$ cat src/rtl/systolic_ctrl_pkg.sv
// Shared encodings and array-dimension defines for the systolic array control blocks.
`ifndef SYSTOLIC_ROWS
`define SYSTOLIC_ROWS 4
`endif
`ifndef SYSTOLIC_COLS
`define SYSTOLIC_COLS 4
`endif

package systolic_ctrl_pkg;

    typedef enum logic [2:0] {
        StIdle,
        StStart,
        StWaitOut,
        StDrain,
        StDone,
        StAbort
    } arb_state_e;

    typedef enum logic {
        OWN_MM   = 1'b0,
        OWN_BIST = 1'b1
    } owner_e;

endpackage

$ cat src/rtl/job_priority_sel.sv
// Matmul-first winner selection with a starvation guard for pending BIST requests.
module job_priority_sel #(
    parameter int unsigned STARVE_LIMIT = 2
) (
    input  logic clk,
    input  logic rst,
    input  logic mm_valid,
    input  logic bist_valid,
    input  logic grant_en,
    output logic grant_mm,
    output logic grant_bist
);

    localparam int unsigned DW = $clog2(STARVE_LIMIT) + 1;
    localparam logic [DW-1:0] Limit = DW'(STARVE_LIMIT);

    logic [DW-1:0] defer_q, defer_d;

    always_comb begin
        grant_mm   = 1'b0;
        grant_bist = 1'b0;
        if (grant_en) begin
            if (mm_valid && !(bist_valid && (defer_q == Limit))) begin
                grant_mm = 1'b1;
            end else if (bist_valid) begin
                grant_bist = 1'b1;
            end
        end
    end

    // Counts matmul wins taken over a waiting BIST request; saturates at the limit.
    always_comb begin
        defer_d = defer_q;
        if (grant_bist) begin
            defer_d = '0;
        end else if (grant_mm && bist_valid && (defer_q != Limit)) begin
            defer_d = defer_q + DW'(1);
        end
    end

    always_ff @(posedge clk) begin
        if (rst) begin
            defer_q <= '0;
        end else begin
            defer_q <= defer_d;
        end
    end

endmodule

$ cat src/rtl/systolic_job_arbiter.sv
// Arbitrates matmul and BIST jobs onto one systolic array and supervises each job
// through start, output wait and drain, aborting a phase that exceeds TIMEOUT cycles.
module systolic_job_arbiter
    import systolic_ctrl_pkg::*;
#(
    parameter int unsigned ROWS         = `SYSTOLIC_ROWS,
    parameter int unsigned COLS         = `SYSTOLIC_COLS,
    parameter int unsigned TIMEOUT      = 64,
    parameter int unsigned STARVE_LIMIT = 2
) (
    input  logic            clk,
    input  logic            rst,
    input  logic            mm_valid,
    output logic            mm_ready,
    input  logic            bist_valid,
    output logic            bist_ready,
    output logic            start_fsm,
    output logic            bist_mode,
    input  logic [COLS-1:0] output_col_valid,
    output logic            array_rst,
    output logic            busy,
    output logic            done,
    output logic            done_owner,
    output logic            err
);

    localparam int unsigned PW = $clog2(TIMEOUT) + 1;
    localparam logic [PW-1:0] PhaseLast = PW'(TIMEOUT - 1);

    if (ROWS == 0 || COLS == 0 || TIMEOUT == 0) begin : g_bad_params
        $error("systolic_job_arbiter: ROWS, COLS and TIMEOUT must be nonzero");
    end

    arb_state_e    state_q, state_d;
    owner_e        owner_q, owner_d;
    logic [PW-1:0] phase_q, phase_d, phase_inc;
    logic          seen_q, seen_d;
    logic          grant_en, grant_mm, grant_bist, col_any, timeout;

    assign grant_en  = (state_q == StIdle) && !rst;
    assign col_any   = |output_col_valid;
    assign timeout   = (phase_q == PhaseLast);
    assign phase_inc = timeout ? phase_q : phase_q + PW'(1);

    job_priority_sel #(
        .STARVE_LIMIT(STARVE_LIMIT)
    ) u_prio (
        .clk       (clk),
        .rst       (rst),
        .mm_valid  (mm_valid),
        .bist_valid(bist_valid),
        .grant_en  (grant_en),
        .grant_mm  (grant_mm),
        .grant_bist(grant_bist)
    );

    always_ff @(posedge clk) begin
        if (rst) begin
            state_q <= StIdle;
        end else begin
            state_q <= state_d;
        end
    end

    always_ff @(posedge clk) begin
        if (rst) begin
            owner_q <= OWN_MM;
            phase_q <= '0;
            seen_q  <= 1'b0;
        end else begin
            owner_q <= owner_d;
            phase_q <= phase_d;
            seen_q  <= seen_d;
        end
    end

    // Phase counter reads 0 in START and on DRAIN entry, so abort lands TIMEOUT cycles later.
    always_comb begin
        state_d = state_q;
        owner_d = owner_q;
        phase_d = phase_q;
        seen_d  = seen_q;
        unique case (state_q)
            StIdle: begin
                phase_d = '0;
                seen_d  = 1'b0;
                if (grant_mm) begin
                    owner_d = OWN_MM;
                    state_d = StStart;
                end else if (grant_bist) begin
                    owner_d = OWN_BIST;
                    state_d = StStart;
                end
            end
            StStart: begin
                phase_d = phase_inc;
                seen_d  = col_any;
                state_d = StWaitOut;
            end
            StWaitOut: begin
                if (col_any || seen_q) begin
                    phase_d = '0;
                    state_d = StDrain;
                end else if (timeout) begin
                    state_d = StAbort;
                end else begin
                    phase_d = phase_inc;
                end
            end
            StDrain: begin
                if (!col_any) begin
                    state_d = StDone;
                end else if (timeout) begin
                    state_d = StAbort;
                end else begin
                    phase_d = phase_inc;
                end
            end
            StDone, StAbort: state_d = StIdle;
            default:         state_d = StIdle;
        endcase
    end

    always_comb begin
        mm_ready   = grant_mm;
        bist_ready = grant_bist;
        start_fsm  = 1'b0;
        bist_mode  = 1'b0;
        array_rst  = 1'b0;
        busy       = 1'b0;
        done       = 1'b0;
        done_owner = 1'b0;
        err        = 1'b0;
        if (!rst) begin
            busy       = (state_q != StIdle);
            start_fsm  = (state_q == StStart);
            done       = (state_q == StDone);
            err        = (state_q == StAbort);
            array_rst  = (state_q == StAbort);
            bist_mode  = busy && (owner_q == OWN_BIST);
            done_owner = (done || err) && (owner_q == OWN_BIST);
        end
    end

endmodule

$ cat config.mk
export PLATFORM = sky130hd
export DESIGN_NAME = systolic_job_arbiter
export DESIGN_NICKNAME = d
export VERILOG_FILES = /design/src/rtl/systolic_ctrl_pkg.sv /design/src/rtl/job_priority_sel.sv /design/src/rtl/systolic_job_arbiter.sv
export SDC_FILE = /design/constraint.sdc
export NUM_CORES = 1
export LEC_CHECK = 0
export BUFFER_PORTS_ARGS = -buffer_cell sky130_fd_sc_hd__buf_4
export CAP_MARGIN = 10
export CORE_AREA = 2 2 42 44
export CTS_BUF_LIST = sky130_fd_sc_hd__clkbuf_8
export DETAILED_ROUTE_END_ITERATION = 7
export DIE_AREA = 0 0 44 46
export MAX_ROUTING_LAYER = met4
export PLACE_DENSITY = 0.81
export SYNTH_ARGS = -nofsm -noshare
export SYNTH_HDL_FRONTEND = slang
export SYNTH_SLANG_ARGS = --single-unit
$ cat constraint.sdc
create_clock -name clk -period 4.09 [get_ports clk]
set_input_delay 0.409 -clock clk [delete_from_list [all_inputs] [get_ports clk]]
set_output_delay 0.409 -clock clk [all_outputs]
set_load 0.01 [all_outputs]
### Word level (Yosys, flattened, before mapping)

Index checks and enable logic that the tools add are counted.

| word-level totals | value |
|---|---|
| word-level logic and storage cells | 62 |
| register bits after elaboration | 14 |
| output and inout port bits | 9 |
| bits of input ports | 8 |

| cells by class | value |
|---|---|
| mux-type cells | 25 |
| add/subtract/negate cells | 2 |
| reduce and logical (&&, ||, !) cells | 20 |
| equality and inequality tests | 10 |

Operators by type and width:

| cell | count |
|---|---|
| $mux W7 | 4 |
| $pmux W7 S4 | 1 |
| $mux W3 | 5 |
| $mux W1 | 13 |
| $pmux W3 S4 | 1 |
| $add A7 B1 Y7 const B | 1 |
| $eq A7 B6 Y1 const B | 1 |
| $logic_and A1 B1 Y1 | 7 |
| $eq A3 B2 Y1 const B | 2 |
| $eq A3 B3 Y1 const B | 2 |
| $ne A2 B2 Y1 const B | 2 |
| $reduce_and A2 Y1 | 2 |
| $reduce_bool A2 Y1 | 2 |
| $reduce_bool A4 Y1 | 1 |
| $reduce_or A4 Y1 | 1 |
| $eq A3 B1 Y1 const B | 1 |
| $logic_not A3 Y1 | 1 |
| $ne A3 B2 Y1 const B | 1 |
| $reduce_bool A3 Y1 | 1 |
| $add A2 B1 Y2 const B | 1 |
| $eq A2 B2 Y1 const B | 1 |
| $logic_not A1 Y1 | 2 |
| $logic_or A1 B1 Y1 | 2 |
| $pmux W1 S2 | 1 |
| $reduce_or A2 Y1 | 1 |

### Depth between registers and ports, before layout

Gate-level depths: netlist of run 1.

| logic depth | value |
|---|---|
| depth in word-level cells | 9 |
| gate-level depth with buffers | 6 |
| gate-level depth less buffers | 6 |

### By module

From an unflattened synthesis of run 1, not the netlist that was laid out.

| unflattened totals | value |
|---|---|
| cells, all modules | 102 |
| area, all modules | 878.3 um^2 |

Modules (own cells, without submodules):

| module | sequential area each (um^2) | area an instance (um^2) | times used | cells an instance |
|---|---|---|---|---|
| systolic_job_arbiter | 240.2 | 735.7 | 1 | 87 |
| job_priority_sel | 40.0 | 142.6 | 1 | 15 |

### Worst setup path before layout of run 1

OpenSTA, ideal clock, no wires.

| path | value |
|---|---|
| path type | input port to flip-flop |
| start | input output_col_valid[1] |
| end | register phase_q[4] |
| setup slack | 2.487 ns |
| arrival | 1.481 ns |
| path buffers | 0 |
| stages | 4 |
| setup time | 0.122 ns |
| data required time | 3.968 ns |
| cell sequence | or4_4 o211ai_2 nand2_1 a221o_1 |

| between the ends | value |
|---|---|
| cells in the longest elaborated chain, start to end | 4 |
| elaborated cells on any way between the ends | 6 |
| those cells by class | eq/ne (1); mux (2); reduce/logical (3) |

RTL lines:

| element | line | source |
|---|---|---|
| start, declared | systolic_job_arbiter.sv:19 | `input logic [COLS-1:0] output_col_valid,` |
| $reduce_or A4 Y1 (*) | systolic_job_arbiter.sv:41 | `assign col_any = \|output_col_valid;` |
| $logic_or A1 B1 Y1 | systolic_job_arbiter.sv:101 | `if (col_any \|\| seen_q) begin` |
| $mux W7 | systolic_job_arbiter.sv:101 |  |
| $pmux W7 S4 | systolic_job_arbiter.sv:83 | `unique case (state_q)` |
| end signal, assigned | systolic_job_arbiter.sv:72 | `phase_q <= phase_d;` |
| end, declared | systolic_job_arbiter.sv:36 | `logic [PW-1:0] phase_q, phase_d, phase_inc;` |

Mark *: on every way between the ends. The rest lies on a longest branch, timed or not.
A chain may end at the register's enable or synchronous reset.

### Worst setup path after layout of run 1

| path | value |
|---|---|
| start | register state_q[1] |
| end | output bist_mode |

| between the ends | value |
|---|---|
| cells in the longest elaborated chain, start to end | 3 |

RTL lines:

| element | line | source |
|---|---|---|
| start, declared | systolic_job_arbiter.sv:34 | `arb_state_e state_q, state_d;` |
| start signal, assigned | systolic_job_arbiter.sv:59 | `state_q <= StIdle;` |
| start signal, assigned | systolic_job_arbiter.sv:61 | `state_q <= state_d;` |
| $reduce_bool A3 Y1 | systolic_job_arbiter.sv:135 | `busy = (state_q != StIdle);` |
| $logic_and A1 B1 Y1 | systolic_job_arbiter.sv:140 | `bist_mode = busy && (owner_q == OWN_BIST);` |
| $mux W1 | systolic_job_arbiter.sv:134 | `if (!rst) begin` |
| end, declared | systolic_job_arbiter.sv:18 | `output logic bist_mode,` |

No other way between the ends.

==> results.yml, run 1 <==
yosys:
  ys_warn_count: 0
  syn_nets: 114
  ys_ff_latch: 14
  synth_edf_count: 0
  yosysTopAreaCell: "dfxtp_1"
  synth_cell_types: 38
  synth_top_area_frac: 0.318
  seq_area_frac_synth: 0.318
  syn_area_um2: 882
  syn_inst: 104
  synthFlopType: "dfxtp_1"
  netlist_top_cells_count: "dfxtp_1, nand2_1, a21oi_1"
  synth_most_common_cell: "dfxtp_1"
  ys_async_sr_fraction: 0
  synth_area_per_cell_um2: 8.48
  ys_top_cells_by_area: "dfxtp_1, a21oi_1, a21boi_2"
clock_tree:
  cts_buffers: 3
  cts.path.max_buffers: 2
  path_clk_slew_ps: 60
  post_cts_buffers: 0
  cts_tree: "done"
  htreeDepth: 1
  clk_latency_ps: 250
  cts_root_buf: "clkbuf_8"
  post_cts_resized: 0
  postCtsHoldBufs: 0
  numClockSinks: 14
sta:
  fin_crit_sh: 0.466
  final_hold_viol_count: 0
  min_period_ps: 1910
  tns_ps: 0
  fin_hold_ws_ps: 439
  final_max_slew_viol_count: 0
  rsz0062_at_grt: "no"
  clock_skew_ps: 1.28
  finalSetupViolCount: 0
  slew_headroom: 0.608
  max_freq_mhz: 525
  tightest_slew_ps: 585
placement:
  placedCellCount: 132
  gp_congestion: 0.941
  dpl-instance-area_um2: 975
  hpwl_um: 1430
  numPortBuffers: 16
final_layout:
  stdcell_count: 135
  diodes: 0
  fillers: 141
  drive_gt1_frac: 0.254
  nets: 130
  final_area_mm2: 0.00102
  area_growth_pct: 15.2
detailed_routing:
  final_antenna_net_count: 0
  routedWlPerCell_um: 14.1
  vias: 853
  routed_wirelength_um: 1900
  viasPerCell: 6.32
  drt_iter0_drc: 24
  drc_errors: 0
  first_pass_iters: 4
critical_path:
  worstSetupEndpointType: "output port"
  r2r_end: "phase_q[5]$_SDFFE_PP0P_"
  criticalPathCategory: "flop to output port"
  r2r-start: "phase_q[0]$_SDFFE_PP0P_"
  rr_worst_depth: 5
  r2r_slack_ps: 2500
  path_max_fanout: 13
  critPathArrivalTime_ps: 1500
  cp.required_ps: 3680
  critPathLaunchType: "flop"
grt:
  grtUsageTotal: 0.220
  met1_usage: 0.269
  grtUsageMet3: 0.0357
  met2_usage: 0.332
  overflow: 0
  grt_pass1_vias: 737
  gr-max-usage-layer: "met2"
  grt_pass1_wl_um: 3130
  antenna_found_initial: 0
  grt_max_degree: 14
die:
  core_area_mm2: 0.00161
  dieWidth_um: 44
  num_io_pins: 17
  dieArea_mm2: 0.00202
  die_h_um: 46
  initial_utilization: 0.547
  rows: 15
power:
  powerDensity_mw_per_mm2: 317
  switching_share: 0.277
  comb_power_share: 0.163
  ir_drop_mv: 0.170
  power_frac_seq: 0.482
  p_leak_nw: 0.383
  intPower_mw: 0.233
  switching_power_mw: 0.0895
  p_clk_frac: 0.354
status:
  status: "finished clean"
run:
  drv_cap: 0
hold_path:
  worstHoldStart: "rst"
  min_path_cells: 2
  min_path_type: "primary input to flop"
  min_to: "seen_q$_SDFFE_PP0P_"
per-layer routing:
layer | share of wire | routed length, um
met1 | 0.45 | 856
met2 | 0.47 | 902
met3 | 0.051 | 96
met4 | 0.023 | 43
met5 | 0 | 0
area by class of cell:
cell class                 count  area, um^2  area share
inverter                       4        15.0      0.0148
clock buffer                   3        41.3      0.0406
tap                           17        21.3      0.0209
sequential                    14         280       0.276
multi-input combinational     81         538       0.530
timing repair buffer          16         120       0.118
layout by cell type, fill, tap and decap left out, types with 2 or more instances in the layout:
master    instances
a21boi_2          4
a21oi_1           9
and3_1            3
buf_4            16
clkbuf_8          3
dfxtp_1          14
ha_1              2
inv_1             4
nand2_1          12
nand3_1           3
nor2_1            8
nor4_1            2
nor4_2            2
o21ai_0           3
o31a_1            2
o31ai_1           4
or3_1             3
or4_1             4
cells by family (layout without fill, tap and decap cells):
family          after synthesis  count (layout)  synth area share
compound gates               33              33             0.277
simple gates                 46              46             0.305
fa+ha+maj                     2               2            0.0284
flops                        14              14             0.318
buf+inv                       9              23            0.0723
worst max-delay path, cell delays in order, from the launching register on:
cell	delay (ps)
dfxtp_1	580
inv_1	190
a21oi_1	220
and2_1	150
buf_4	110
sequential cells by signal, indices dropped and copies added, names as in the netlist:
name	flops
phase_q	7
state_q	3
u_prio.defer_q	2
owner_q	1
seen_q	1
how the worst max path moves through the flow:
| stage | cells after the start | slack [ps] | start | to |
|---|---|---|---|---|
| after global placement | 5 | 2340 | output_col_valid[1] | phase_q[4]$_SDFFE_PP0P_ |
| after detailed placement | 5 | 2300 | output_col_valid[1] | phase_q[4]$_SDFFE_PP0P_ |
| after CTS | 4 | 2170 | state_q[1]$_SDFFE_PP0P_ | bist_mode |
| final | 4 | 2180 | state_q[1]$_SDFFE_PP0P_ | bist_mode |
| after floorplan | 4 | 2490 | output_col_valid[1] | phase_q[4]$_SDFFE_PP0P_ |
| after global routing | 3 | 2060 | state_q[0]$_SDFFE_PP0P_ | start_fsm |
power by group through the flow:
stage	clock network, mW	logic, mW	registers [mW]
4_1_cts	0.118	0.0530	0.155
6_report	0.114	0.0527	0.156
3_5_place_dp	0	0.0527	0.158
2_1_floorplan	0	0.0458	0.151
5_1_grt	0.124	0.0589	0.158
3_3_place_gp	0	0.0512	0.158
per-stage QoR:
| stage | utilization | worst slack [ps] | total power [mW] |
|---|---|---|---|
| finish | 0.629 | 2180 | 0.323 |
| global route | 0.629 | 2060 | 0.340 |
| CTS | 0.629 | 2170 | 0.327 |
| detailed placement | 0.604 | 2300 | 0.211 |
| global placement | 0.604 | 2340 | 0.209 |
| floorplan | - | 2490 | 0.196 |
Power figures use the tool's default switching activity.
==> run 2: changes to the inputs <==
Settings changed: ABC_AREA set to 1, CORE_AREA 2 2 42 44 to 2 2 44 46, DIE_AREA 0 0 44 46 to 0 0 46 48, PLACE_DENSITY 0.81 to 0.77.
Clock period 4.09 ns to 1.9 ns, I/O delays scaled along.
==> run 2 against run 1 <==
Global-route usage down 1.1 points. Sequential power rose by 140%. Critical path type unchanged. Synthesized area increased by 3.5%. Power grew to 3.1 times the previous value. Register-to-register slack lost 2100 ps. Combinational power grew to 6.5 times the previous value. Die area increased by 9.1%. Largest power group unchanged. Clock power increased to 2.6 times the previous value.
==> results.yml, run 2 <==
status:
  status: "finished clean"
grt:
  antenna_found_initial: 0
  grtUsageTotal: 0.209
  grt_pass1_wl_um: 3240
  grt_max_degree: 13
  grt_pass1_vias: 845
  overflow: 0
final_layout:
  fillers: 156
  reg_top3: "phase_q x7, state_q x3, u_prio.defer_q x2"
  diodes: 0
  regArea_um2: 280
  regMostFlops: "phase_q"
  largest_reg_flops: 7
  area_growth_pct: 19.5
  mostFrequentLayoutCell: "nand2_1"
  final_util: 0.646
  layout_common_cells: "nand2_1, inv_1, nor2_1"
  multi_input_area_um2: 513
  drive_gt1_frac: 0.185
  nets: 179
yosys:
  syn_inst: 150
  syn_nets: 160
  synth_area_per_cell_um2: 6.09
  seq_area_frac_synth: 0.307
  synth_edf_count: 0
  syn_area_um2: 913
  ys_top_cells_by_area: "dfxtp_1, nand2_1, inv_1"
  synthFlopType: "dfxtp_1"
  ys_warn_count: 0
  synth_most_common_cell: "nand2_1"
  yosysTopAreaCell: "dfxtp_1"
  ys_ff_latch: 14
  ys_async_sr_fraction: 0
  netlist_top_cells_count: "nand2_1, inv_1, nor2_1"
  synth_top_area_frac: 0.307
  synth_cell_types: 24
sta:
  slew_headroom: 0.763
  rsz0062_at_grt: "no"
  tns_ps: 0
  fin_hold_ws_ps: 198
  max_freq_mhz: 605
  final_max_slew_viol_count: 0
  fin_crit_sh: 0.870
  min_period_ps: 1650
  clock_skew_ps: 4.74
  finalSetupViolCount: 0
  final_hold_viol_count: 0
  tightest_slew_ps: 353
power:
  powerDensity_mw_per_mm2: 922
  power_frac_seq: 0.373
  intPower_mw: 0.647
  p_leak_nw: 0.543
  p_clk_frac: 0.289
  switching_share: 0.357
  switching_power_mw: 0.359
  total_power_mw: 1.01
  comb_power_share: 0.338
  ir_drop_mv: 0.658
die:
  rows: 15
  core_area_mm2: 0.00169
  dieArea_mm2: 0.00221
  num_io_pins: 17
  die_h_um: 48
  initial_utilization: 0.541
  dieWidth_um: 46
clock_tree:
  cts.path.max_buffers: 2
  post_cts_buffers: 0
  path_clk_slew_ps: 60
  cts_buffers: 3
  postCtsHoldBufs: 0
  cts_tree: "done"
  post_cts_resized: 0
  htreeDepth: 1
  cts_root_buf: "clkbuf_8"
  numClockSinks: 14
  clk_latency_ps: 250
detailed_routing:
  final_antenna_net_count: 0
  viasPerCell: 5.09
  routedWlPerCell_um: 10.1
  vias: 942
  drt_iter0_drc: 15
  first_pass_iters: 4
  routed_wirelength_um: 1860
  drc_errors: 0
placement:
  gp_congestion: 0.895
  hpwl_um: 1480
  numPortBuffers: 16
critical_path:
  max_stage_delay_ps: 330
  criticalPathCategory: "flop to output port"
  cp_cell_sequence: "inv_1 > ha_1 > a21boi_0 > nand2_2 > inv_1 > buf_4"
  critPathLaunchType: "flop"
  path_max_fanout: 3
  critPathMostFrequentCell: "inv_1"
  cp.required_ps: 1710
  slowest_stage: "dfxtp_1"
  worstSetupEndpointType: "output port"
  critPathArrivalTime_ps: 1460
run:
  drv_cap: 0
hold_path:
  min_path_type: "primary input to flop"
-- run 2: cell types whose count changed after synthesis, sizes merged, moves of 3 or more --
cell and change:
and3 -3, inv +23, nand3 +11, nor2 +19, nand2 +31, or3 -3, nor4 -4, a21boi -4
or4 -5, o31ai -3, buf -3
-- run 2: layer usage --
layer | part of all wire | vias up | GRT usage
met5 | 0 | - | -
met4 | 0.013 | 0 | 0.120
met1 | 0.45 | 419 | 0.229
met3 | 0.038 | 4 | 0.0377
met2 | 0.50 | 17 | 0.356
li1 | - | 502 | -
-- run 2: kinds of logic (layout without fill, tap and decap cells) --
logic type | after synthesis | in the layout | synth area share
buffers and inverters | 29 | 47 | 0.132
flip-flops | 14 | 14 | 0.307
adder cells (fa/ha/maj) | 2 | 2 | 0.0274
AND/OR/NAND/NOR | 90 | 90 | 0.434
AO/OA/AOI/OAI | 15 | 15 | 0.100
-- run 2: path summary, 6_finish.rpt --
path / startpoint / end / slack, ps / cells past startpoint
min: rst / phase_q[5]$_SDFFE_PP0P_ / 200 / 2
min reg2reg: u_prio.defer_q[0]$_SDFFE_PP0P_ / u_prio.defer_q[0]$_SDFFE_PP0P_ / 470 / 2
max: u_prio.defer_q[0]$_SDFFE_PP0P_ / mm_ready / 250 / 6
max reg2reg: phase_q[0]$_SDFFE_PP0P_ / phase_q[3]$_SDFFE_PP0P_ / 450 / 9
-- run 2: power by group through the flow --
stage / combinational (mW) / clock [mW] / sequential, mW
CTS: 0.343 / 0.298 / 0.375
floorplan: 0.254 / 0 / 0.371
global placement: 0.335 / 0 / 0.377
detailed placement: 0.339 / 0 / 0.381
finish: 0.340 / 0.291 / 0.375
global route: 0.395 / 0.315 / 0.381
-- run 2: worst max-delay path, delay by kind of cell (launching register included) --
kind / cells / cell delay (ps)
adder cells (fa/ha/maj): 1 / 190
AND/OR/NAND/NOR: 1 / 120
flip-flops: 1 / 330
AO/OA/AOI/OAI: 1 / 310
buffers and inverters: 3 / 270
-- run 2: stage by stage --
step	std cells	cell area, um^2	worst slack, ps
after floorplan	150	913	602
after global placement	181	1040	535
after detailed placement	181	1040	466
after CTS	185	1090	233
after global routing	185	1090	110
final	185	1090	248
-- run 2: final cells by class --
class,count,share of cell area
Timing Repair Buffer,16,0.110
Multi-Input combinational cell,107,0.470
Clock buffer,4,0.0505
Inverter,27,0.0929
Sequential cell,14,0.257
Tap cell,17,0.0195
